### config.mk
export PLATFORM = sky130hd
export DESIGN_NAME = frame_rd_stream_flat
export DESIGN_NICKNAME = d
export VERILOG_FILES = /design/src/rtl/frame_rd_stream_if.sv /design/src/rtl/frame_rd_stream.sv /design/src/flat_wrapper.sv
export SDC_FILE = /design/constraint.sdc
export NUM_CORES = 1
export LEC_CHECK = 0
export CORE_ASPECT_RATIO = 0.8
export CORE_MARGIN = 2
export CORE_UTILIZATION = 60
export DETAILED_ROUTE_END_ITERATION = 10
export DONT_BUFFER_PORTS = 1
export PLACE_DENSITY = 0.76
export SLEW_MARGIN = 30
export SYNTH_ARGS = -nofsm -noshare
export SYNTH_HDL_FRONTEND = slang
export SYNTH_SLANG_ARGS = --single-unit
### constraint.sdc
create_clock -name clk -period 6.5 [get_ports clk]
set_input_delay 1.3 -clock clk [delete_from_list [all_inputs] [get_ports clk]]
set_output_delay 1.3 -clock clk [all_outputs]
set_load 0.01 [all_outputs]
### src/rtl/frame_rd_stream_if.sv
// Frame-buffer read port bundle: request/address out, read data back.
// The stream stage owns the master side.
interface frame_rd_stream_if;
  logic        avl_read_req;
  logic [28:0] avl_addr;
  logic        avl_ready;
  logic [31:0] rd_data;
  logic        rd_data_valid;

  modport master (
    output avl_read_req,
    output avl_addr,
    input  avl_ready,
    input  rd_data,
    input  rd_data_valid
  );

  modport slave (
    input  avl_read_req,
    input  avl_addr,
    output avl_ready,
    output rd_data,
    output rd_data_valid
  );
endinterface

### src/rtl/frame_rd_stream.sv
// Frame read-out stage: credit-managed prefetch FIFO feeding the HDMI pixel bus.
// Define FRAME_RD_UNDERFLOW_MARK_EN to emit magenta on underflow cycles.
module frame_rd_stream #(
  parameter int          H_ACTIVE   = 640,
  parameter int          V_ACTIVE   = 480,
  parameter logic [28:0] BASE_ADDR  = 29'd0,
  parameter int          FIFO_DEPTH = 16
) (
  input  logic                        clk,
  input  logic                        reset,
  input  logic                        ram_rdy,
  frame_rd_stream_if.master           bus,
  input  logic                        frame_start,
  input  logic                        vid_de,
  output logic [23:0]                 pix_data,
  output logic                        underflow,
  output logic [$clog2(FIFO_DEPTH):0] fifo_level
);

  localparam int AW = $clog2(FIFO_DEPTH);
  localparam int LW = AW + 1;
  localparam logic [28:0] LAST_ADDR =
    BASE_ADDR + 29'(H_ACTIVE * V_ACTIVE - 1);
  localparam logic [LW:0] DEPTH_W = (LW+1)'(FIFO_DEPTH);

  typedef enum logic [1:0] {
    IDLE,
    FETCH,
    FLUSH
  } state_t;

  state_t state, state_nxt;

  logic [LW-1:0] outst, outst_nxt;
  logic [LW-1:0] drop_cnt, drop_nxt;
  logic [LW-1:0] lvl_nxt;
  logic [LW:0]   credit_sum;
  logic          req_nxt;
  logic [28:0]   addr_nxt;
  logic          reload_pend, reload_nxt;
  logic [23:0]   mem [FIFO_DEPTH];
  logic [AW-1:0] wptr, rptr;
  logic          acc, hold, ret, push, pop;
  logic          empty, full, uflow, dropping;
  logic          unused_hi;

  assign unused_hi = ^bus.rd_data[31:24];

  assign acc      = bus.avl_read_req & bus.avl_ready;
  assign hold     = bus.avl_read_req & ~bus.avl_ready;
  assign ret      = bus.rd_data_valid & (outst != '0);
  assign dropping = ret & (drop_cnt != '0);
  assign empty    = (fifo_level == '0);
  assign full     = (fifo_level == LW'(FIFO_DEPTH));
  assign pop      = vid_de & ~empty;
  assign uflow    = vid_de & empty;
  // a word landing in the frame_start cycle belongs to the old frame
  assign push     = ret & (drop_cnt == '0) & ~frame_start;

  assign outst_nxt = outst + LW'(acc) - LW'(ret);
  assign lvl_nxt   = frame_start ? '0 :
                     fifo_level + LW'(push) - LW'(pop);
  assign drop_nxt  = frame_start ? outst_nxt :
                     drop_cnt - LW'(dropping);
  assign credit_sum = {1'b0, outst_nxt} + {1'b0, lvl_nxt};

  always_ff @(posedge clk) begin
    if (!reset) state <= IDLE;
    else        state <= state_nxt;
  end

  always_comb begin
    state_nxt = state;
    unique case (state)
      IDLE: begin
        if (frame_start && drop_nxt != '0)
          state_nxt = FLUSH;
        else if (ram_rdy)
          state_nxt = FETCH;
      end
      FETCH: begin
        if (frame_start && drop_nxt != '0)
          state_nxt = FLUSH;
        else if (!ram_rdy && !hold)
          state_nxt = IDLE;
      end
      FLUSH: begin
        if (drop_nxt == '0)
          state_nxt = FETCH;
      end
      default: state_nxt = IDLE;
    endcase
  end

  always_comb begin
    req_nxt = hold |
      ((state_nxt == FETCH) & ram_rdy &
       (credit_sum < DEPTH_W));
    addr_nxt   = bus.avl_addr;
    reload_nxt = reload_pend;
    if (acc) begin
      reload_nxt = 1'b0;
      if (frame_start || reload_pend ||
          bus.avl_addr == LAST_ADDR)
        addr_nxt = BASE_ADDR;
      else
        addr_nxt = bus.avl_addr + 29'd1;
    end else if (frame_start) begin
      // a held request keeps its address; reload after it goes
      if (bus.avl_read_req) reload_nxt = 1'b1;
      else                  addr_nxt   = BASE_ADDR;
    end
  end

  always_ff @(posedge clk) begin
    if (!reset) begin
      bus.avl_read_req <= 1'b0;
      bus.avl_addr     <= BASE_ADDR;
      reload_pend      <= 1'b0;
      outst            <= '0;
      drop_cnt         <= '0;
      fifo_level       <= '0;
      wptr             <= '0;
      rptr             <= '0;
      pix_data         <= '0;
      underflow        <= 1'b0;
    end else begin
      bus.avl_read_req <= req_nxt;
      bus.avl_addr     <= addr_nxt;
      reload_pend      <= reload_nxt;
      outst            <= outst_nxt;
      drop_cnt         <= drop_nxt;
      fifo_level       <= lvl_nxt;
      if (frame_start) begin
        wptr <= '0;
        rptr <= '0;
      end else begin
        if (push) wptr <= wptr + AW'(1);
        if (pop)  rptr <= rptr + AW'(1);
      end
      if (pop)
        pix_data <= mem[rptr];
`ifdef FRAME_RD_UNDERFLOW_MARK_EN
      else if (uflow)
        pix_data <= 24'hFF00FF;
`endif
      if (uflow) underflow <= 1'b1;
    end
  end

  always_ff @(posedge clk) begin
    if (push) mem[wptr] <= bus.rd_data[23:0];
  end

  a_no_push_full: assert property (
    @(posedge clk) disable iff (!reset)
    !(push && full));

endmodule

### src/flat_wrapper.sv
// flat-port wrapper written by rule: the top's interface ports become plain ports
module frame_rd_stream_flat 
#(
  parameter int          H_ACTIVE   = 640,
  parameter int          V_ACTIVE   = 480,
  parameter logic [28:0] BASE_ADDR  = 29'd0,
  parameter int          FIFO_DEPTH = 16
)
  (clk, reset, ram_rdy, frame_start, vid_de, pix_data, underflow, fifo_level, bus_avl_read_req, bus_avl_addr, bus_avl_ready, bus_rd_data, bus_rd_data_valid);
  frame_rd_stream_if bus_i ();
  input  logic clk;
  input  logic reset;
  input  logic ram_rdy;
  input  logic frame_start;
  input  logic vid_de;
  output logic [23:0] pix_data;
  output logic underflow;
  output logic [$clog2(FIFO_DEPTH):0] fifo_level;
  output wire logic [$bits(bus_i.avl_read_req)-1:0] bus_avl_read_req;
  output wire logic [$bits(bus_i.avl_addr)-1:0] bus_avl_addr;
  input wire logic [$bits(bus_i.avl_ready)-1:0] bus_avl_ready;
  input wire logic [$bits(bus_i.rd_data)-1:0] bus_rd_data;
  input wire logic [$bits(bus_i.rd_data_valid)-1:0] bus_rd_data_valid;
  assign bus_avl_read_req = bus_i.avl_read_req;
  assign bus_avl_addr = bus_i.avl_addr;
  assign bus_i.avl_ready = bus_avl_ready;
  assign bus_i.rd_data = bus_rd_data;
  assign bus_i.rd_data_valid = bus_rd_data_valid;
  frame_rd_stream #(.H_ACTIVE(H_ACTIVE), .V_ACTIVE(V_ACTIVE), .BASE_ADDR(BASE_ADDR), .FIFO_DEPTH(FIFO_DEPTH)) u_core (.clk(clk), .reset(reset), .ram_rdy(ram_rdy), .bus(bus_i), .frame_start(frame_start), .vid_de(vid_de), .pix_data(pix_data), .underflow(underflow), .fifo_level(fifo_level));
endmodule
==> impl_results.md <==
* Status: finished clean
* Most common cell after layout, fill and taps aside: edfxtp_1
* Area grow syn2layout at 11.94%
* First-pass GRT wire length at 60.33 mm
* Initial Utilization at 60.63%
* R2R setup slack at 2.33 ns
* Pwr/cell area at ~340 nW/um^2
* Syn Nets at roughly 1100
* Post-synthesis sequential area ratio at 71.74%
* Peak Freq at 240.1 MHz
* Critical Path AT at 4.63 ns
* Clk pwr share at 36.5%
* TritonRoute pass-1 iters at 4
* CP Data Required Time at slightly below 7 ns
* Post-CTS resize count at 0
* Gr ovfl total at 0
* Longest Clk Path Bufs at 3
* Gpl congestion at 0.7881
* Postcts setup bufs at 0
* Startpoint types: flip-flop
* Antenna violations before repair at 0
* Sequential Power Share at 49.8%
* Switching power share of the total at about 25%
* Post-DP HPWL at 22.17 mm
* FP Rows at 57
* Clock Sinks at 465
* Via count at 9928
* Synth Instances at between 1000 and 1500
* Max-slew violation count at 0
* Post-Route Setup TNS at 0 ns
* Drt wl/cell at around 27 um
* Netlist cell types at between 50 and 60
* Total track usage at ~26%
* Comb pwr share at 13.8%
* Root buf cell: clkbuf_16
* Core area at 30240 sq um
* DRC Markers at 0
* Final period util at 64.09%
* #FFs+latches synth at 465
* YS warnings at 0
* Largest net degree at the start of global routing at 67
* DIE AREA at 31980 sq um
* Final setup fails at 0
* Ys flop type: edfxtp_1
* Syn avg cell area at around 17 sq um
* Tmin final at 4.166 ns
* Nets@finish at 1132
* Clk_skew at 0.02538 ns
* PortBufs at 0
* CTS Buf Count at 44
* Routed vias/inst at between 6 and 7
* Number of synthesized flops with an enable pin at 384
* DIE WIDTH at between 150 and 200 um
* Max cap viols at 0
* Htree depth at 2
* # fillers at 1928
* Worst slew pin tran at a little under 1 ns
* P_leak at 6.439 nW
* Total internal power at 5.252 mW
* Mapped cell area at 18330 sq um
* Placed inst area at around 19000 sq um
* Slew HR at 33.67%
* Worst skew pair latency at approximately 0.56 ns
* Design Power at 6.972 mW
* Finished Core Util at 67.86%
* Most frequent cells in the layout: edfxtp_1, mux4_2, dfxtp_1, nand2_1, clkbuf_16
* Ports at 99
* Clock transition at path regs at 0.06 ns
* N_diodes at 0
* CP endpoint kind: flip-flop
* Post-route cell area at a little over 20000 sq um
* Final WL at 40.49 mm
* Asr flop ratio synth at 0%
* Worst min path class: flip-flop to flip-flop
* Multi-input logic area at 4955 sq um
* CTS tree: built
* Net Switching at 1.719 mW
* Post-route ant nets at 0
* Hold_buf cts at 0
* Final hold violation count at 0
* Worst vdd ir at ~250 uV
* Share of cells above drive strength 1 at 19.76%
* Register area at 13160 sq um
* Crit Path Category: flip-flop to flip-flop
* Die H at 160.3 um
* RSZ-0062 raised after global routing: no
* Initial DRC count at 872
* Vias in the first global route at 9859
* Critical path peak fanout at 3
-- routing by layer --
metal  GRT usage (%)  vias to the layer above  routed length, um
li1                -                     4280                  -
met1           38.22                     5083              16620
met2           39.93                      505              18980
met3           5.817                       60               4162
met4           5.960                        0                722
met5               0                        -                  0
-- stage by stage --
| stage | std cells | setup WS [ns] | hold WS, ns |
|---|---|---|---|
| CTS | 1514 | 2.310 | 0.5157 |
| finish | 1516 | 2.334 | 0.5156 |
| global placement | 1425 | 2.099 | 0.4971 |
| detailed placement | 1433 | 2.053 | 0.5026 |
| global route | 1516 | 2.026 | 0.5452 |
| floorplan | 1052 | 1.627 | 0.4782 |
-- kinds of logic (layout without fill, tap and decap cells) --
group                      Yosys count  after routing  synth area share, %
DFF                                465            465                71.74
adders and majority gates           25             25                1.788
buffers and inverters               83            134                1.877
xor gates and xnor gates            22             22                1.051
and+or+nand+nor                    197            197                5.398
muxes                              100            100                12.02
AOI/OAI and AO/OA                  160            160                6.122
-- synth_stat cells (5+ instances only) --
master	number	share of area, %
edfxtp_1	384	63
mux4_2	96	12
dfxtp_1	81	8.8
nand2_1	58	1.2
nor2_1	49	1.0
clkbuf_1	34	0.70
inv_1	26	0.53
a22o_1	25	1.2
a21oi_1	24	0.66
a221oi_1	24	1.1
o22ai_1	24	0.82
ha_1	23	1.6
a31oi_1	18	0.61
nand3_1	17	0.46
o21ai_0	17	0.46
buf_2	16	0.44
nor3_1	13	0.35
xor2_1	13	0.62
nand4_1	9	0.31
xnor2_1	9	0.43
and2_1	7	0.24
and4_1	6	0.29
a21o_1	5	0.20
and3_1	5	0.17
nor4_1	5	0.17
or3_1	5	0.17
-- cell type report --
cell class	count	share of cell area, %
multi-input cells	504	24.14
flip-flops and latches	465	64.13
well taps	413	2.518
clock buffers	63	6.115
clock inverters	18	0.8963
repair buffers	27	1.719
inverters	26	0.4756
-- sequential cells by signal, summed over array words and instances, names as in the netlist, 4 cells and up --
register and count:
u_core.mem 384, u_core.bus.avl_addr 29, u_core.pix_data 24, u_core.drop_cnt 5, u_core.fifo_level 5, u_core.outst 5
u_core.rptr 4, u_core.wptr 4
-- power by group through the flow --
stage	Clock (mW)	Combinational [mW]	Sequential, mW
after CTS	2.57	0.964	3.47
after floorplan	0	0.771	3.48
after global placement	0	0.899	3.55
after detailed placement	0	0.954	3.54
after global routing	2.68	1.07	3.49
final	2.54	0.959	3.47
-- critical path: stages (launching register included) --
cell and delay (ns):
dfxtp_1 0.35, inv_1 0.09, ha_1 0.14, nor4b_1 0.56, nor2b_4 0.10, ha_1 0.29, inv_1 0.06, ha_1 0.16
inv_1 0.06, fa_1 0.41, inv_1 0.07, a21oi_1 0.06, o21bai_1 0.16, xnor2_1 0.17, nor2_1 0.07, ha_1 0.29
or4b_2 0.62, a211o_1 0.28, o31ai_1 0.17
-- path summary, 6_finish.rpt --
check                                                      from                                 end  cells past startpoint
worst max register to register  u_core.fifo_level[2]$_SDFF_PN0_  u_core.bus.avl_read_req$_SDFF_PN0_                     18
worst min register to register  u_core.reload_pend$_SDFFE_PP0P_     u_core.reload_pend$_SDFFE_PP0P_                      2
worst max-delay path            u_core.fifo_level[2]$_SDFF_PN0_  u_core.bus.avl_read_req$_SDFF_PN0_                     18
worst min-delay path            u_core.reload_pend$_SDFFE_PP0P_     u_core.reload_pend$_SDFFE_PP0P_                      2
No activity file was read; power rests on OpenSTA's default activity.
